## config.mk

```make
export PLATFORM = sky130hd
export DESIGN_NAME = div32x16_seq
export DESIGN_NICKNAME = d
export VERILOG_FILES = /design/src/rtl/div32x16_seq.sv
export SDC_FILE = /design/constraint.sdc
export NUM_CORES = 1
export LEC_CHECK = 0
export ABC_AREA = 1
export BUFFER_PORTS_ARGS = -buffer_cell sky130_fd_sc_hd__buf_2
export CAP_MARGIN = 20
export CELL_PAD_IN_SITES_DETAIL_PLACEMENT = 2
export CELL_PAD_IN_SITES_GLOBAL_PLACEMENT = 2
export CORE_MARGIN = 4
export CORE_UTILIZATION = 29
export DETAILED_ROUTE_END_ITERATION = 10
export PLACE_DENSITY = 0.77
export SLEW_MARGIN = 20
export SYNTH_ARGS = -nofsm -noshare
export SYNTH_HDL_FRONTEND = slang
export SYNTH_SLANG_ARGS = --single-unit
```

## constraint.sdc

```tcl
create_clock -name clk -period 3 [get_ports clk]
set_clock_uncertainty 0.2 [all_clocks]
set_input_delay 0.75 -clock clk [delete_from_list [all_inputs] [get_ports clk]]
set_output_delay 0.75 -clock clk [all_outputs]
set_load 0.03 [all_outputs]
```

## src/rtl/div32x16_seq.sv

```systemverilog
// div32x16_seq
//   Sequential unsigned divider: 32-bit dividend / 16-bit divisor.
//   It produces a 16-bit quotient and a 16-bit remainder using a restoring
//   shift-subtract algorithm, one quotient bit per clock.
//   Latency from an accepted start to done is 17 edges on the normal path
//   and 2 edges on the overflow path.
//
// Ports
//   clk        in   1   rising-edge clock
//   reset      in   1   asynchronous, active-high reset; clears all state
//   dividend   in  32   numerator, sampled on an accepted start
//   divisor    in  16   denominator, sampled on an accepted start
//   start      in   1   operation request
//   quotient   out 16   registered result, held until the next done
//   remainder  out 16   registered result, held until the next done
//   overflow   out  1   quotient does not fit in 16 bits (includes divisor == 0)
//   busy       out  1   iteration phase in progress
//   done       out  1   one-cycle pulse: quotient/remainder/overflow valid
//
// Configuration
//   DIV32X16_BUSY_RESTART_EN : when defined, start is accepted in every state.
//                              The running operation is abandoned and the new
//                              operands are loaded. When undefined, start is
//                              honoured only in IDLE.
//
// state | meaning
// ------+------------------------------------------------------------
// IDLE  | waiting for start
// CHECK | overflow test on the latched operands
// DIV   | 16 shift-subtract iterations (busy)
// DONE  | done pulse, results valid; returns to IDLE

module div32x16_seq (
    input  logic        clk,
    input  logic        reset,
    input  logic [31:0] dividend,
    input  logic [15:0] divisor,
    input  logic        start,
    output logic [15:0] quotient,
    output logic [15:0] remainder,
    output logic        overflow,
    output logic        busy,
    output logic        done
);

    typedef enum logic [1:0] {
        S_IDLE  = 2'd0,
        S_CHECK = 2'd1,
        S_DIV   = 2'd2,
        S_DONE  = 2'd3
    } state_t;

    state_t      state;
    state_t      state_nxt;

    // The working register W is held as its two halves. p_reg starts as
    // W[31:16] and becomes the partial remainder. l_reg starts as W[15:0]
    // and collects the quotient bits as the dividend bits shift out.
    logic [15:0] p_reg;
    logic [15:0] l_reg;
    logic [15:0] d_reg;
    logic [3:0]  cnt;
    logic        ovf_pend;
    logic        accept;

    logic [16:0] t_val;
    logic        q_bit;
    logic [15:0] p_next;

    assign t_val  = {p_reg, l_reg[15]};
    assign q_bit  = (t_val >= {1'b0, d_reg});
    // P < D holds on entry to every iteration, so T - D always fits in 16 bits.
    assign p_next = q_bit ? 16'(t_val - {1'b0, d_reg}) : t_val[15:0];

    always_comb begin
        state_nxt = state;
        busy      = 1'b0;
        done      = 1'b0;
`ifdef DIV32X16_BUSY_RESTART_EN
        accept    = start;
`else
        accept    = start && (state == S_IDLE);
`endif
        case (state)
            S_IDLE:  state_nxt = S_IDLE;
            S_CHECK: state_nxt = S_DIV;
            S_DIV: begin
                busy = 1'b1;
                if (cnt == 4'd15)
                    state_nxt = S_DONE;
            end
            S_DONE: begin
                done      = 1'b1;
                state_nxt = S_IDLE;
            end
            default: state_nxt = S_IDLE;
        endcase
        if (accept)
            state_nxt = S_CHECK;
    end

    always_ff @(posedge clk or posedge reset) begin
        if (reset)
            state <= S_IDLE;
        else
            state <= state_nxt;
    end

    always_ff @(posedge clk or posedge reset) begin
        if (reset) begin
            p_reg     <= 16'd0;
            l_reg     <= 16'd0;
            d_reg     <= 16'd0;
            cnt       <= 4'd0;
            ovf_pend  <= 1'b0;
            quotient  <= 16'd0;
            remainder <= 16'd0;
            overflow  <= 1'b0;
        end else if (accept) begin
            p_reg    <= dividend[31:16];
            l_reg    <= dividend[15:0];
            d_reg    <= divisor;
            cnt      <= 4'd0;
            ovf_pend <= 1'b0;
        end else begin
            case (state)
                S_CHECK: begin
                    // On overflow the iteration is skipped. One DIV cycle is
                    // still spent, so the overflow done arrives two edges
                    // after start, with busy high for that one cycle.
                    if (p_reg >= d_reg) begin
                        ovf_pend <= 1'b1;
                        cnt      <= 4'd15;
                    end else begin
                        ovf_pend <= 1'b0;
                        cnt      <= 4'd0;
                    end
                end
                S_DIV: begin
                    if (!ovf_pend) begin
                        p_reg <= p_next;
                        l_reg <= {l_reg[14:0], q_bit};
                    end
                    cnt <= cnt + 4'd1;
                    if (cnt == 4'd15) begin
                        if (ovf_pend) begin
                            quotient  <= 16'hFFFF;
                            remainder <= 16'hFFFF;
                            overflow  <= 1'b1;
                        end else begin
                            quotient  <= {l_reg[14:0], q_bit};
                            remainder <= p_next;
                            overflow  <= 1'b0;
                        end
                    end
                end
                default: begin
                end
            endcase
        end
    end

endmodule
```

==> impl_summary.log <==
INFO  metric final.period_utilization = 88.1%
INFO  metric synth_top_cells_by_area = sky130_fd_sc_hd__dfrtp_1 40%, sky130_fd_sc_hd__nand2_1 17%, sky130_fd_sc_hd__ha_1 8.6%, sky130_fd_sc_hd__inv_1 8.2%, sky130_fd_sc_hd__o21ai_0 6.2%
INFO  metric postCtsResizedCells = 0
INFO  metric run_status = finished, final reports clean
INFO  metric cts_max_level = 3
INFO  metric detail_route.drc_violations = 0
INFO  metric n_fill_cell = 2307
INFO  metric yosys_warnings = 0
INFO  metric cts_buffer_depth = 2
INFO  metric global_route.usage.total = 18.5%
INFO  metric dr.pass1.iters = 4
INFO  metric crit_path_cell_trace = ha_1 -> a21oi_1 -> nor2_1 -> nor2_1 -> nand2_2 -> nor2_8 -> nand2_4 -> inv_4 -> nand2_1 -> nand3_1 -> nand2_1
INFO  metric wl_per_cell = 17.4 µm
INFO  metric synth.ff_latch_count = 88
INFO  metric postCtsSetupRepairBufs = 0
INFO  metric ctsHoldBuffers = 0
INFO  metric timing.critical_path.max_delay_family = simple AND/OR/NAND/NOR gates
INFO  metric reg2reg_slack = 360 ps
INFO  metric timing.critical_path.slowest_stage_cell = sky130_fd_sc_hd__dfrtp_1
INFO  metric clkTransAtPathRegs = 60 ps
INFO  metric cts_inserted_buffers = 9
INFO  metric grt_overflow = 0
INFO  metric cts_tree = done
INFO  metric commonest_cells_after_routing_fill_and_taps_aside = 252 x sky130_fd_sc_hd__nand2_1, 120 x sky130_fd_sc_hd__inv_1, 88 x sky130_fd_sc_hd__dfrtp_1
INFO  metric postSynth.topFlopCell = sky130_fd_sc_hd__dfrtp_1
INFO  metric setup-violations-final = 0
INFO  metric routabilityCongestion = 0.845
INFO  metric netlist-cell-type-count = 38
INFO  metric synth.yosys.seq_area_share = 39.7%
INFO  metric route.vias.total = 5300
INFO  metric endpoint_kind = register
INFO  metric synth_area_leader_cell = sky130_fd_sc_hd__dfrtp_1
INFO  metric area_delta_synth_final = 17.8%
INFO  metric rows = 50
INFO  metric cp_max_fo = 20
INFO  metric die_h = 146 µm
INFO  metric design.core.area = 18800 µm²
INFO  metric layout_commonest_cell = sky130_fd_sc_hd__nand2_1
INFO  metric syn_area = 5540 µm²
INFO  metric syn-mean-instance-area = 7.13 µm²
INFO  metric count_of_antenna_diodes_in_the_layout = 0
INFO  metric rsz0062_at_grt = no
INFO  metric first_iter_violations = 181
INFO  metric maxcap_violations = 0
INFO  metric slew-limit-headroom = 59.2%
INFO  metric arrival_time_worst_endpoint = 2680 ps
INFO  metric synth_fp_nets = 868
INFO  metric criticalPathCategory = register to register
INFO  metric tns = 0 ps
INFO  metric worst-endpoint-required = 3040 ps
INFO  metric die_area = 21400 µm²
INFO  metric routed_via_density = 4.81
INFO  metric ioPinCount = 86
INFO  metric syn-instance-count = 778
INFO  metric final_layout_size_suffix_gt1_share = 16.5%
INFO  metric slew_viol_final = 0
INFO  metric timing.critical_path.slowest_cell_delay = 450 ps
INFO  metric final_net_count = 953
INFO  metric grt_start_max_net_pins = 72
INFO  metric drt-total-wl = 19100 µm
INFO  metric grt_pass1_vias = 5970
INFO  metric cts.sink_count = 88
INFO  metric first_pass_grt_wire_length = 31800 µm
INFO  metric hold_crit_class = primary input to async pin
INFO  metric crit_buf_inv = 1
INFO  metric die_width = 146 µm
INFO  metric worstSkewPairLatency = 350 ps
INFO  metric synthArstFlopShare = 100%
INFO  metric grt_antenna_before_repair = 0
INFO  metric ctsRootBufferMaster = sky130_fd_sc_hd__clkbuf_16
INFO  metric floorplan.initialDensity = 29.5%
INFO  metric tightest_slew = 611 ps
INFO  metric placement.io_buffers = 85
INFO  metric post-synth-top-area-fraction = 39.7%
INFO  metric antenna_violating_nets_post_route = 0
INFO  metric hold_viol_final = 0
INFO  metric place.detailed.hpwl = 14800 µm
INFO  metric fmax_achieved = 378 MHz
INFO  metric synth_enable_flop_cells = 0
INFO  metric timing.final.crit_period = 2640 ps
INFO  metric category_of_the_worst_setup_path_launch_point = register
worst reg2reg max path, cell delays in order, from the launching register on:
cell and delay, ps:
sky130_fd_sc_hd__dfrtp_1 450, sky130_fd_sc_hd__ha_1 400, sky130_fd_sc_hd__a21oi_1 220, sky130_fd_sc_hd__nor2_1 70, sky130_fd_sc_hd__nor2_1 200, sky130_fd_sc_hd__nand2_2 140
sky130_fd_sc_hd__nor2_8 190, sky130_fd_sc_hd__nand2_4 210, sky130_fd_sc_hd__inv_4 200, sky130_fd_sc_hd__nand2_1 110, sky130_fd_sc_hd__nand3_1 100, sky130_fd_sc_hd__nand2_1 50
Yosys cell counts (2+ instances only):
| master | count |
|---|---|
| sky130_fd_sc_hd__nand2_1 | 252 |
| sky130_fd_sc_hd__inv_1 | 121 |
| sky130_fd_sc_hd__dfrtp_1 | 88 |
| sky130_fd_sc_hd__o21ai_0 | 69 |
| sky130_fd_sc_hd__nand3_1 | 51 |
| sky130_fd_sc_hd__nor2_1 | 41 |
| sky130_fd_sc_hd__ha_1 | 38 |
| sky130_fd_sc_hd__a21oi_1 | 37 |
| sky130_fd_sc_hd__clkbuf_1 | 14 |
| sky130_fd_sc_hd__nand2_2 | 8 |
| sky130_fd_sc_hd__inv_2 | 7 |
| sky130_fd_sc_hd__buf_2 | 6 |
| sky130_fd_sc_hd__nor2_2 | 6 |
| sky130_fd_sc_hd__xor2_1 | 5 |
| sky130_fd_sc_hd__nand4_1 | 4 |
| sky130_fd_sc_hd__nor3_1 | 4 |
| sky130_fd_sc_hd__o21ai_2 | 3 |
| sky130_fd_sc_hd__nand2_4 | 2 |
| sky130_fd_sc_hd__o21a_1 | 2 |
| sky130_fd_sc_hd__o21ai_1 | 2 |
layout make-up:
cell class | count | area [µm²] | share of cell area [%]
clock inverters | 5 | 32.5 | 0.498
flip-flops and latches | 88 | 2200 | 33.7
multi-input cells | 538 | 2750 | 42.1
clock buffers | 10 | 229 | 3.51
inverters | 130 | 494 | 7.57
repair buffers | 96 | 533 | 8.16
well taps | 234 | 293 | 4.48
final timing paths:
check,endpoint,depth (start not counted),start
setup / recovery,remainder[0],11,p_reg[13]
hold / removal,overflow,2,reset
setup reg to reg,remainder[0],11,p_reg[13]
hold reg to reg,overflow,2,overflow
max in group asynchronous,p_reg[12],3,reset
min in group clk,overflow,2,overflow
metrics by stage:
step / util (%) / area, µm² / hold WS, ps / worst slack [ps] / cells
global route: 34.8 / 6530 / 254 / 219 / 1101
global placement: 33.4 / 6270 / 259 / 497 / 1086
CTS: 34.8 / 6530 / 233 / 361 / 1101
finish: 34.8 / 6530 / 227 / 356 / 1101
floorplan: - / 5550 / 275 / 938 / 778
detailed placement: 33.4 / 6270 / 298 / 462 / 1086
kinds of logic after synthesis:
logic type               count (synthesis)  synth area share (%)
XOR/XNOR                                 6                 0.948
adder cells (fa/ha/maj)                 39                  8.94
buffers and inverters                  152                  10.7
flip-flops                              88                  39.7
AO/OA/AOI/OAI                          115                  10.8
AND/OR/NAND/NOR                        378                  28.9
per-layer routing:
metal	GRT usage (%)	wire length, µm	share of wire [%]	up-vias
met5	0	0	0	-
met4	3.90	228	1.2	0
met3	2.79	418	2.2	18
met2	33.5	9740	51	65
met1	23.2	8750	46	2628
li1	-	-	-	2589
Power is not shown: default switching activity piles up to over one toggle a cycle in this logic, so the estimate is an artifact.
